$ cat src/rtl/bw_mul_pkg.sv
// Shared types and helpers for the iterative Baugh-Wooley multiplier family.
// Holds the controller state encoding, the legal width range and the signed correction constant.
package bw_mul_pkg;

  localparam int unsigned BW_MIN_WIDTH = 2;
  localparam int unsigned BW_MAX_WIDTH = 32;

  typedef enum logic [1:0] {
    IDLE = 2'd0,
    BUSY = 2'd1,
    DONE = 2'd2
  } bw_state_e;

  function automatic bit bw_width_ok(input int unsigned width);
    return (width >= BW_MIN_WIDTH) && (width <= BW_MAX_WIDTH);
  endfunction

  // The complemented sign-row bits each leave a known offset; seeding the
  // accumulator with 2^W + 2^(2W-1) cancels it modulo 2^(2W).
  function automatic logic [63:0] bw_corr(input int unsigned width, input logic signed_mode);
    logic [63:0] c;
    c = '0;
    if (signed_mode) c = (64'd1 << width) + (64'd1 << (2 * width - 1));
    return c;
  endfunction

endpackage

$ cat src/rtl/bw_pp_row.sv
// Combinational Baugh-Wooley partial-product row generator.
// Produces row i of the array; the caller applies the shift by i.
module bw_pp_row
  import bw_mul_pkg::*;
#(
  parameter int WIDTH = 8
) (
  input  logic [WIDTH-1:0] a,
  input  logic             b_bit,
  input  logic             row_is_last,
  input  logic             signed_mode,
  output logic [WIDTH-1:0] row
);

  logic [WIDTH-1:0] and_row;

  assign and_row = a & {WIDTH{b_bit}};

  // NOTE: every output of an always_comb gets a value before any branch, so no latch can form.
  always_comb begin
    row = and_row;
    if (signed_mode) begin
      if (row_is_last) row[WIDTH-2:0] = ~and_row[WIDTH-2:0];
      else             row[WIDTH-1]   = ~and_row[WIDTH-1];
    end
  end

endmodule

$ cat src/rtl/bw_seq_multiplier.sv
// Iterative Baugh-Wooley multiplier: one partial-product row per clock,
// valid/ready on both sides, signed or unsigned chosen per operation.
module bw_seq_multiplier
  import bw_mul_pkg::*;
#(
  parameter int WIDTH = 8
) (
  input  logic               clk,
  input  logic               rst_n,
  input  logic               in_valid,
  output logic               in_ready,
  input  logic [WIDTH-1:0]   a,
  input  logic [WIDTH-1:0]   b,
  input  logic               signed_mode,
  output logic               out_valid,
  input  logic               out_ready,
  output logic [2*WIDTH-1:0] p,
  output logic               busy
);

  localparam int CNT_W = $clog2(WIDTH);
  localparam logic [2*WIDTH-1:0] CORR_SIGNED = (2 * WIDTH)'(bw_corr(WIDTH, 1'b1));

  if (!bw_width_ok(WIDTH)) begin : g_width_check
    $error("bw_seq_multiplier: WIDTH must lie in 2..32");
  end

  bw_state_e          state_q, state_d;
  logic [WIDTH-1:0]   a_q, b_q;
  logic               sm_q;
  logic [CNT_W-1:0]   cnt_q;
  logic [2*WIDTH-1:0] acc_q, p_q;
  logic [WIDTH-1:0]   row;
  logic [2*WIDTH-1:0] row_sh, acc_sum;
  logic               accept, last_row;

  assign accept   = in_valid && in_ready;
  assign last_row = (cnt_q == CNT_W'(WIDTH - 1));

  bw_pp_row #(.WIDTH(WIDTH)) u_row (
    .a           (a_q),
    .b_bit       (b_q[cnt_q]),
    .row_is_last (last_row),
    .signed_mode (sm_q),
    .row         (row)
  );

  assign row_sh  = {{WIDTH{1'b0}}, row} << cnt_q;
  assign acc_sum = acc_q + row_sh;

  // NOTE: sequential state is written with <= so every register samples pre-edge values.
  always_ff @(posedge clk) begin
    if (!rst_n) state_q <= IDLE;
    else        state_q <= state_d;
  end

  always_comb begin
    state_d   = state_q;
    in_ready  = 1'b0;
    busy      = 1'b0;
    out_valid = 1'b0;
    case (state_q)
      IDLE: begin
        in_ready = 1'b1;
        if (in_valid) state_d = BUSY;
      end
      BUSY: begin
        busy = 1'b1;
        if (last_row) state_d = DONE;
      end
      DONE: begin
        out_valid = 1'b1;
        if (out_ready) state_d = IDLE;
      end
      default: state_d = IDLE;
    endcase
  end

  // NOTE: operand registers carry no reset; they are only read in BUSY, always after a load.
  always_ff @(posedge clk) begin
    if (accept) begin
      a_q  <= a;
      b_q  <= b;
      sm_q <= signed_mode;
    end
  end

  // p is captured only when the last row lands, so it holds the previous result through BUSY.
  always_ff @(posedge clk) begin
    if (!rst_n) begin
      cnt_q <= '0;
      acc_q <= '0;
      p_q   <= '0;
    end else if (accept) begin
      cnt_q <= '0;
      acc_q <= signed_mode ? CORR_SIGNED : '0;
    end else if (state_q == BUSY) begin
      cnt_q <= cnt_q + CNT_W'(1);
      acc_q <= acc_sum;
      if (last_row) p_q <= acc_sum;
    end
  end

  assign p = p_q;

endmodule

$ cat config.mk
export PLATFORM = sky130hd
export DESIGN_NAME = bw_seq_multiplier
export DESIGN_NICKNAME = d
export VERILOG_FILES = /design/src/rtl/bw_mul_pkg.sv /design/src/rtl/bw_pp_row.sv /design/src/rtl/bw_seq_multiplier.sv
export SDC_FILE = /design/constraint.sdc
export NUM_CORES = 1
export LEC_CHECK = 0
export ABC_AREA = 1
export CORE_ASPECT_RATIO = 0.8
export CORE_MARGIN = 2
export CORE_UTILIZATION = 45
export DETAILED_ROUTE_END_ITERATION = 12
export PLACE_DENSITY_LB_ADDON = 0.2
export SYNTH_ARGS = -nofsm -noshare
export SYNTH_HDL_FRONTEND = slang
export SYNTH_SLANG_ARGS = --single-unit
$ cat constraint.sdc
create_clock -name clk -period 5.1 [get_ports clk]
set_clock_uncertainty 0.2 [all_clocks]
set_input_delay 1.53 -clock clk [delete_from_list [all_inputs] [get_ports clk]]
set_output_delay 1.53 -clock clk [all_outputs]
set_load 0.01 [all_outputs]
# Yosys cells after proc, flatten, opt, wreduce, memory -nomap -nowiden
# Cells that the tools add are included.
# classes
n_lt_le_gt_ge,1
add_sub_neg,2
n_eq_ne,6
bitwise_logic,5
muxes,15
n_shift,1
reduce_logical,6
# op_table
cell,count
16-bit 2-to-1 mux,3
16-bit adder,1
8-bit by 3-bit left shift with 16-bit output,1
8-bit bitwise AND,1
8-bit 2-to-1 mux,1
7-bit 2-to-1 mux,1
7-bit NOT,1
2-bit 2-to-1 mux,3
2-bit inequality test (second input constant),3
2-bit case mux with 3 select lines,1
3-bit AND reduction,2
1-bit 2-to-1 mux,5
3-bit by 4-bit < comparator with 1-bit output (second input constant),1
3-bit by 1-bit adder with 3-bit output (second input constant),1
1-bit binary-select mux with 3-bit select,1
3-bit == test (second input constant),1
1-bit NOT,3
2-bit by 1-bit == test with 1-bit output (second input constant),1
2-bit == test (second input constant),1
2-bit zero test,1
2-bit nonzero test,1
2-bit OR reduction,1
1-bit logical AND,1
# totals
in_bits,21
out_inout_bits,19
ff_bits,54

# Longest topological paths before layout
# logic_depth
depth_word,10
depth_mapped,25
ltp_nobuf,24

# Hierarchy
# From an unflattened synthesis, not the netlist that was laid out.
# hier_totals
hier_cells,496
area_unflattened_um2,3463.3
# by_module_without_submodules
module,cells_each,area_per_inst_um2,instances,seq_area_each_um2
bw_seq_multiplier,456,3299.4,1,1251.2
bw_pp_row,40,163.9,1,0.0

# Least setup slack after synthesis
# Ideal clock, no wire load.
# synth_timing
path_kind,register to register
startpoint,register cnt_q[0]
endpoint,register p_q[14] (netlist: p[14])
t_required_ns,4.784
slack_ns,2.117
synth_period_minus_slack_ns,2.983
t_arrival_ns,2.667
setup_time_ns,0.116
path_stages_with_launch,21
path_cell_list,dfxtp_1 > ha_1 > ha_1 > nand2_1 > inv_1 > nand2_1 > nand2_1 > nand2_1 > nor3_1 > ha_1 > fa_1 > nand2_1 > nand2_1 > o21ai_0 > o21ai_1 > nand3_1 > nand3_1 > nand2_1 > nand2_1 > o211ai_1 > inv_1
# synth_between
elab_chain_cells,8
elab_cells_between_ends,12
# synth_lines
item,line_no,text
start: declaration,bw_seq_multiplier.sv:31,logic [CNT_W-1:0] cnt_q;
start signal: assignment,bw_seq_multiplier.sv:98,cnt_q <= cnt_q + CNT_W'(1);
1-bit binary-select mux with 3-bit select,bw_seq_multiplier.sv:42,".b_bit (b_q[cnt_q]),"
1-bit 2-to-1 mux (implied by the code),bw_seq_multiplier.sv:42,
8-bit bitwise AND,bw_pp_row.sv:17,assign and_row = a & {WIDTH{b_bit}};
7-bit NOT or 1-bit NOT (tied branches),"bw_pp_row.sv:23, bw_pp_row.sv:24",
7-bit 2-to-1 mux or 1-bit 2-to-1 mux (tied branches),bw_pp_row.sv:23,if (row_is_last) row[WIDTH-2:0] = ~and_row[WIDTH-2:0];
8-bit 2-to-1 mux,bw_pp_row.sv:22,if (signed_mode) begin
8-bit by 3-bit left shift with 16-bit output,bw_seq_multiplier.sv:48,"assign row_sh = {{WIDTH{1'b0}}, row} << cnt_q;"
16-bit adder,bw_seq_multiplier.sv:49,assign acc_sum = acc_q + row_sh;
end signal: assignment,bw_seq_multiplier.sv:100,if (last_row) p_q <= acc_sum;
end: declaration,bw_seq_multiplier.sv:32,"logic [2*WIDTH-1:0] acc_q, p_q;"
# Several ways; a longest one is shown, not always the timed one. The select of a mux whose other input is x is not followed.
# A chain may end at the register's enable or synchronous reset.

# Worst setup path after layout
# layout_timing
startpoint,register cnt_q[1]
endpoint,register p_q[14] (netlist: p[14])
# The elaborated chain is that of the path after synthesis.

==> results.cfg <==
[outcome]
status = finished, final reports clean

[synth]
synth_mux_area_share_pct = 0
synth_area_leaders = dfxtp_1 23%, nand2_1 17%, edfxtp_1 16%, nand3_1 8.6%, ha_1 6.9%
synth-compound-area-share_pct = 11.5
syn-cell-area_um2 = 3260
synth_cell_types = 30
ys_seq_elements = 54
syn_inst = 461
synthAdderAreaFrac_pct = 7.52
yosysSeqAreaShare_pct = 38.3
syn_nets = 501
synth-simple-area-share_pct = 32.1
syn-mean-instance-area_um2 = 7.08
synth_xor_area_share_pct = 2.15
synth_top_area_share_pct = 22.7
synth_area_leader_cell = dfxtp_1
yosysWarnings = 0
synth_top_family_by_area = simple AND/OR/NAND/NOR gates

[timing]
slew_headroom_pct = 50.2
fmax_mhz = 251
period_share_pct = 78.2
fin_crit_ps = 3990
grt_setup_unrepaired = false
tightest_slew_ps = 746
report.final.slew_viol_count = 0
finalWorstSetupSlack_ps = 1110
setup_viol = 0
tns_ps = 0
hold_violations = 0

[cells_and_area]
final_nets = 535
syn2layout_area_growth_pct = 16.8
antennaDiodeCount = 0
drive_above_1_share_pct = 3.02

[power]
leakagePower_uw = 0.00176
ir_worst_vdd_uv = 126
powerDensity_nw_per_um2 = 239

[flow_run]
max-cap-violations = 0

[drt]
vias_per_cell = 5.30
post_drt_wl_per_cell_um = 13.4
drc = 0
vias = 3089
postRouteWirelength_um = 7830
drt_first_pass_iters = 4
drtAntennaViolNets = 0
first_iter_violations = 171

[clock_network]
ctsHoldBuffers = 0
cts_resized = 0
root_buffer = clkbuf_8
cts.clk_slew.worst_paths_ps = 110
cts_sinks = 54
cts.path.max_buffers = 2
cts_buffers = 5
postCtsSetupBuffers = 0
insertion_delay_ps = 320
htree_levels = 2
cts_tree = built

[worst_setup_path]
crit_slowest_cell = dfxtp_1
startpoint_type = flop
arrival_ps = 4000
path_cells = inv_1 -> nand3_1 -> nand3_2 -> nand3_1 -> nand2_1 -> nand2_1 -> nand2_1 -> nor3_1 -> ha_1 -> fa_1 -> nand2_1 -> nand2_1 -> o21ai_0 -> o21ai_1 -> nand3_1 -> nand2_1 -> nand2_1 -> nand2_1 -> nand2_1 -> o211ai_1 -> inv_1
crit_family = simple AND/OR/NAND/NOR gates
critPathRequiredTime_ps = 5110
endpoint_kind = flop
worstPathMaxFanout = 16
critPathBufInv = 2
crit_top_cell = nand2_1
critPathKind = reg -> reg
slowest_delay_ps = 670

[place]
post-place-ws_ps = 1230
numPortBuffers = 39
hpwl_um = 5960
gp_congestion = 0.956

[global_routing]
grt_pass1_wl_um = 13200
overflow = 0
grt_pass1_vias = 2876
globalRouteTotalUtil_pct = 20.7
grt_max_degree = 24
grt_antenna_before_repair = 0

[floorplan]
dieArea_um2 = 7950
fp.dieW_um = 99.2
die_h_um = 80.2
std_cell_rows = 27
ios = 40
initial_utilization_pct = 46.9
core-area_um2 = 6960

[min_path]
hold_path.class = reg -> reg
-- logic make-up after synthesis --
kind of cell	count (synthesis)
xor gates and xnor gates	8
buffers and inverters	68
DFF	54
and+or+nand+nor	246
adders and majority gates	19
AOI/OAI and AO/OA	66
-- worst min-delay path, delay by kind of cell, from the launching register on --
family	cells	cell delay [ps]
flops	1	320
compound gates	1	50
simple gates	1	60
-- Yosys cell counts (all sizes together) --
library cell,number
nand4,12
nor3,6
o21ai,15
a31oi,1
a21o,1
a211oi,1
nand3,58
o21a,2
xnor2,2
buf,10
dfxtp,37
inv,51
nor2,17
fa,1
nand3b,1
nand2,152
clkinv,1
clkbuf,6
a21oi,33
o21bai,9
o211ai,4
ha,18
edfxtp,17
xor2,6
-- registers in the layout (all words and copies together) (netlist names) --
register / cells
acc_q: 16
p: 16
a_q: 8
b_q: 8
cnt_q: 3
state_q: 2
sm_q: 1
-- worst paths after layout --
kind	startpoint	end	slack (ps)	cells after the start
worst max-delay path	cnt_q[1]$_SDFFE_PP0P_	p[14]$_SDFFE_PN0P_	1110	21
worst min-delay path	p[1]$_SDFFE_PN0P_	p[1]$_SDFFE_PN0P_	270	2
worst max register to register	cnt_q[1]$_SDFFE_PP0P_	p[14]$_SDFFE_PN0P_	1110	21
worst min register to register	p[1]$_SDFFE_PN0P_	p[1]$_SDFFE_PN0P_	270	2
-- layer usage --
metal  GRT usage (%)  vias up  wire [um]
met5               0        -          0
met4            5.07        0         71
met3            2.96        9        284
met2            33.3       75       3400
met1            29.5     1415       4070
li1                -     1590          -
-- metrics by stage --
stage	hold slack (ps)	util, %	cells	power, uW	cell area, um^2
floorplan	244	-	461	599	3260
global placement	251	53.3	575	653	3710
detailed placement	256	53.3	575	654	3710
CTS	274	54.8	583	913	3810
global route	287	54.8	583	953	3810
finish	270	54.8	583	909	3810
-- power breakdown --
group | switching [uW] | total (uW) | internal [uW]
Combinational | 110 | 175 | 65.4
Sequential | 10.7 | 472 | 461
Clock | 150 | 262 | 112
Total | 271 | 909 | 639
-- layout make-up --
class / count / area, um^2
tap: 87 / 109
sequential: 54 / 1250
fill: 684 / 3150
clock inverter: 2 / 17.5
timing repair buffer: 43 / 420
inverter: 52 / 195
multi-input combinational: 339 / 1740
clock buffer: 6 / 82.6
-- placed cells by master, fill, tap and decap left out, types with 6 or more instances in the layout --
cell,instances
o21ai_0,14
inv_1,50
nor2_1,17
clkdlybuf4s50_1,39
ha_1,18
xor2_1,6
clkbuf_8,6
edfxtp_1,17
nand2_1,152
a21oi_1,33
dfxtp_1,37
o21bai_1,9
nor3_1,6
nand4_1,12
nand3_1,56
Note: power is estimated with default switching activity, not from simulation.
